### src/rtl/div_pkg.sv
// rtl/div_pkg.sv - shared divider parameters and control state encoding
package div_pkg;

    localparam int DIV_WIDTH = 16;

    typedef enum logic [1:0] {
        IDLE = 2'd0,
        MUL  = 2'd1,
        DONE = 2'd2
    } div_state_e;

endpackage

### src/rtl/div_reconstruct_reg16.sv
// rtl/div_reconstruct_reg16.sv - enabled operand register with synchronous clear
module reg16 #(
    parameter int W = 16
) (
    input  logic         clk,
    input  logic         reset,
    input  logic         en_i,
    input  logic [W-1:0] d_i,
    output logic [W-1:0] q_o
);

    logic [W-1:0] data_q;

    // Capture on enable; reset clears the stored operand
    always_ff @(posedge clk) begin
        if (reset) begin
            data_q <= '0;
        end else if (en_i) begin
            data_q <= d_i;
        end
    end

    assign q_o = data_q;

endmodule

### src/rtl/div_reconstruct.sv
// rtl/div_reconstruct.sv - rebuilds N = Q*D + R with a serial shift-add multiplier
module div_reconstruct
    import div_pkg::*;
#(
    parameter int WIDTH = DIV_WIDTH
) (
    input  logic               clk,
    input  logic               reset,
    input  logic               in_valid,
    output logic               in_ready,
    input  logic [WIDTH-1:0]   quotient,
    input  logic [WIDTH-1:0]   divisor,
    input  logic [WIDTH-1:0]   remainder,
    output logic               out_valid,
    input  logic               out_ready,
    output logic [2*WIDTH-1:0] dividend,
    output logic               rem_ok,
    output logic               fits
);

    localparam int CW = (WIDTH > 1) ? $clog2(WIDTH) : 1;

    div_state_e         state_q;
    logic [2*WIDTH-1:0] acc_q;
    logic [2*WIDTH-1:0] acc_d;
    logic [2*WIDTH-1:0] addend;
    logic [CW-1:0]      cnt_q;
    logic               in_ready_q;
    logic               out_valid_q;
    logic               accept;
    logic [WIDTH-1:0]   q_q;
    logic [WIDTH-1:0]   d_q;
    logic [WIDTH-1:0]   r_q;

    // Operands are only captured on the accepting edge, so later port changes cannot leak in
    assign accept = (state_q == IDLE) && in_valid;

    reg16 #(.W(WIDTH)) u_q_reg (
        .clk   (clk),
        .reset (reset),
        .en_i  (accept),
        .d_i   (quotient),
        .q_o   (q_q)
    );

    reg16 #(.W(WIDTH)) u_d_reg (
        .clk   (clk),
        .reset (reset),
        .en_i  (accept),
        .d_i   (divisor),
        .q_o   (d_q)
    );

    // R is kept separately because the accumulator absorbs it as the starting value
    reg16 #(.W(WIDTH)) u_r_reg (
        .clk   (clk),
        .reset (reset),
        .en_i  (accept),
        .d_i   (remainder),
        .q_o   (r_q)
    );

    // One partial product per cycle, LSB of Q first, full-width add so no carry is lost
    always_comb begin
        addend = '0;
        acc_d  = acc_q;
        addend = {{WIDTH{1'b0}}, d_q} << cnt_q;
        if (q_q[cnt_q]) begin
            acc_d = acc_q + addend;
        end
    end

    // Control FSM with registered handshake outputs
    always_ff @(posedge clk) begin
        if (reset) begin
            state_q     <= IDLE;
            acc_q       <= '0;
            cnt_q       <= '0;
            in_ready_q  <= 1'b1;
            out_valid_q <= 1'b0;
        end else begin
            case (state_q)
                IDLE: begin
                    if (in_valid) begin
                        acc_q      <= {{WIDTH{1'b0}}, remainder};
                        cnt_q      <= '0;
                        in_ready_q <= 1'b0;
                        state_q    <= MUL;
                    end
                end
                MUL: begin
                    acc_q <= acc_d;
                    cnt_q <= cnt_q + 1'b1;
                    if (cnt_q == CW'(WIDTH - 1)) begin
                        out_valid_q <= 1'b1;
                        state_q     <= DONE;
                    end
                end
                DONE: begin
                    if (out_ready) begin
                        out_valid_q <= 1'b0;
                        in_ready_q  <= 1'b1;
                        state_q     <= IDLE;
                    end
                end
                default: begin
                    in_ready_q  <= 1'b1;
                    out_valid_q <= 1'b0;
                    state_q     <= IDLE;
                end
            endcase
        end
    end

    assign in_ready  = in_ready_q;
    assign out_valid = out_valid_q;
    assign dividend  = acc_q;
    // Flags are qualified by out_valid so they read 0 outside a presented result
    assign rem_ok    = out_valid_q && (r_q < d_q);
    assign fits      = out_valid_q && (acc_q[2*WIDTH-1:WIDTH] == '0);

endmodule

### config.mk
export PLATFORM = sky130hd
export DESIGN_NAME = div_reconstruct
export DESIGN_NICKNAME = d
export VERILOG_FILES = /design/src/rtl/div_pkg.sv /design/src/rtl/div_reconstruct_reg16.sv /design/src/rtl/div_reconstruct.sv
export SDC_FILE = /design/constraint.sdc
export NUM_CORES = 1
export LEC_CHECK = 0
export CAP_MARGIN = 20
export CORE_MARGIN = 4
export CORE_UTILIZATION = 46
export CTS_BUF_LIST = sky130_fd_sc_hd__clkbuf_8 sky130_fd_sc_hd__clkbuf_16
export DETAILED_ROUTE_END_ITERATION = 10
export PLACE_DENSITY = 0.78
export RECOVER_POWER = 50
export SYNTH_ARGS = -nofsm -noshare
export SYNTH_HDL_FRONTEND = slang
export SYNTH_SLANG_ARGS = --single-unit
### constraint.sdc
create_clock -name clk -period 5.5 [get_ports clk]
set_clock_uncertainty 0.2 [all_clocks]
set_input_delay 0.825 -clock clk [delete_from_list [all_inputs] [get_ports clk]]
set_output_delay 0.825 -clock clk [all_outputs]
set_load 0.02 [all_outputs]
==> flow_metrics.env <==
export IMPL_wl_met3_mm=1.16
export IMPL_seq_area_frac_synth_pct=29.0
export IMPL_die_y_um=123
export IMPL_worstSetupStartpointType="primary input"
export IMPL_drive_gt1_share_pct=5.35
export IMPL_drv_cap=1
export IMPL_wl_met2_mm=7.45
export IMPL_top_layer="met4"
export IMPL_core_region_area_mm2=0.0128
export IMPL_slew_headroom_pct=-136
export IMPL_synth_distinct_cells=67
export IMPL_ios=88
export IMPL_insertion_delay_ns=0.36
export IMPL_grt_overflow_total=0
export IMPL_final_hold_violation_count=0
export IMPL_post_route_min_period_ns=4.35
export IMPL_syn_nets=910
export IMPL_final_area_mm2=0.00738
export IMPL_fin_ws_ns=1.15
export IMPL_synth_warning_count=0
export IMPL_setup_viol=0
export IMPL_grt_start_max_net_pins=78
export IMPL_cts_max_level=3
export IMPL_root_buffer="clkbuf_16"
export IMPL_synth_avg_cell_area_um2=7.49
export IMPL_synth_commonest_cells="nand2_1, a21oi_1, dfxtp_1"
export IMPL_synth_edf_count=0
export IMPL_place_area_mm2=0.00703
export IMPL_yosysMostFrequentCell="nand2_1"
export IMPL_slowest_stage="clkbuf_1"
export IMPL_ant_nets=0
export IMPL_wl_met1_mm=7.86
export IMPL_cts_sinks=88
export IMPL_register_area_mm2=0.00176
export IMPL_pre_cts_ws_ns=1.25
export IMPL_gp_congestion=0.951
export IMPL_worstHoldPathType="register to register"
export IMPL_vias_per_cell=5.82
export IMPL_fin_setup_tns_ns=0
export IMPL_syn_inst=810
export IMPL_multi_input_area_mm2=0.00403
export IMPL_vdd_drop_max_mv=0.163
export IMPL_crit_fanout=77
export IMPL_clockBufferDepth=2
export IMPL_nNetsFinal=973
export IMPL_grt_pass1_vias=5504
export IMPL_end_kind="register"
export IMPL_synth_area_mm2=0.00607
export IMPL_crit_path_max_incr_delay_ns=2.48
export IMPL_post_route_period_util_pct=79.0
export IMPL_clkTransAtPathRegs_ns=0.07
export IMPL_drc=0
export IMPL_arrival_ns=4.39
export IMPL_initial_utilization_pct=47.5
export IMPL_synth_top_cell_by_area="dfxtp_1"
export IMPL_cts_tree="yes"
export IMPL_synthArstFlopShare_pct=0
export IMPL_rsz0062_at_grt="no"
export IMPL_drtPass1Iterations=5
export IMPL_status="finished, violations left"
export IMPL_path_class="primary input to register"
export IMPL_area_delta_synth_final_pct=21.6
export IMPL_ctsHoldBuffers=0
export IMPL_synth_top_cell_area_share_pct=29.0
export IMPL_rows=41
export IMPL_drt_iter0_drc=630
export IMPL_port_buffers=87
export IMPL_vias=6109
export IMPL_n_fill_cell=1177
export IMPL_worst_ep_required_time_ns=5.54
export IMPL_die_area_mm2=0.0151
export IMPL_wire_per_inst_um=16.0
export IMPL_tightest_slew_ns=3.54
export IMPL_diodes=0
export IMPL_cts_buffers=9
export IMPL_antenna_found_initial=0
export IMPL_die_x_um=123
export IMPL_power_leakage_uw=0.00292
export IMPL_grt_pass1_wl_mm=27.7
export IMPL_cp_cell_sequence="buf_2, clkbuf_1, nand2b_1, o311ai_1, or2_1"
export IMPL_power_density_mw_per_mm2=254
export IMPL_cts_resized=0
export IMPL_grt_use_total_pct=23.1
export IMPL_dp_final_hpwl_mm=12.7
export IMPL_synth_area_leaders="dfxtp_1, nand2_1, ha_1, a21oi_1, o21ai_0"
export IMPL_totalWireLength_mm=16.8
export IMPL_violations="max-capacitance violations, max-slew violations"
export IMPL_max_freq_mhz=230
export IMPL_drv_slew=78
export IMPL_ys_seq_elements=88
export IMPL_synthFlopType="dfxtp_1"
export IMPL_postCtsSetupBuffers=0
[worst paths after layout]
kind	start	endpoint	slack, ns	cells past startpoint
setup reg to reg	cnt_q[0]$_SDFFE_PP0P_	dividend[21]$_SDFFE_PP0P_	1.23	13
setup / recovery	reset	dividend[28]$_SDFFE_PP0P_	1.15	5
hold / removal	u_q_reg.q_o[10]$_SDFFE_PP0P_	u_q_reg.q_o[10]$_SDFFE_PP0P_	0.25	2
hold reg to reg	u_q_reg.q_o[10]$_SDFFE_PP0P_	u_q_reg.q_o[10]$_SDFFE_PP0P_	0.25	2
[layer usage]
metal	up-vias	GRT usage (%)
met5	-	0
met4	0	8.33
met3	32	2.95
met2	259	35.2
met1	2803	33.5
li1	3015	-
[final cells by class]
type	count	share of cell area [%]
clock buffers	9	3.05
multi-input cells	654	54.6
flip-flops and latches	88	23.9
well taps	172	2.92
inverters	24	1.22
clock inverters	7	1.71
repair buffers	96	12.6
[cells in the final DEF, fill, tap and decap left out, drive strengths merged, types with 4 or more instances in the layout]
| cell type | instances |
|---|---|
| inv | 26 |
| nand2 | 189 |
| buf | 9 |
| a21o | 12 |
| a211oi | 6 |
| nor4 | 6 |
| a31oi | 22 |
| o21a | 8 |
| o31ai | 5 |
| mux2i | 15 |
| dfxtp | 88 |
| nand3 | 10 |
| nor3 | 13 |
| o21ai | 44 |
| nand4 | 8 |
| and2 | 5 |
| a21oi | 108 |
| ha | 47 |
| clkbuf | 10 |
| xnor2 | 12 |
| nor2b | 7 |
| nor2 | 53 |
| nand2b | 6 |
| dlygate4sd3 | 34 |
| mux4 | 8 |
| xor2 | 12 |
| clkdlybuf4s50 | 52 |
| o21bai | 4 |
[report_power, final]
group          switching (uW)  internal [uW]  total, uW
combinational             242            181        423
sequential               43.7            680        723
clock                     280            450        730
[metrics by stage]
stage	instances	hold slack, ns	util [%]	power (uW)
final	1050	0.253	57.8	1880
after global routing	1050	0.286	57.8	1960
after CTS	1050	0.254	57.8	1890
after detailed placement	1034	0.245	55.1	1160
after global placement	1034	0.243	55.1	1150
after floorplan	810	0.231	-	1020
[state kept, by name, indices dropped and copies added, names as in the netlist]
| signal | flops |
|---|---|
| dividend | 32 |
| u_d_reg.q_o | 16 |
| u_q_reg.q_o | 16 |
| u_r_reg.q_o | 16 |
| cnt_q | 4 |
| state_q | 2 |
| in_ready | 1 |
| out_valid | 1 |
[cells by family (layout without fill, tap and decap cells)]
| family | Yosys count | in the layout | share of synthesized area [%] |
|---|---|---|---|
| AO/OA/AOI/OAI | 240 | 240 | 23.8 |
| multiplexers | 26 | 26 | 6.00 |
| XOR/XNOR | 24 | 24 | 3.46 |
| adder cells (fa/ha/maj) | 48 | 48 | 10.0 |
| buffers and inverters | 68 | 136 | 4.68 |
| flip-flops | 88 | 88 | 29.0 |
| AND/OR/NAND/NOR | 316 | 316 | 23.0 |
[worst max-delay path, delay by kind of cell]
family,cells,cell delay (ns)
AO/OA/AOI/OAI,1,0.16
buffers and inverters,2,2.55
AND/OR/NAND/NOR,2,0.84
Power figures use the tool's default switching activity.
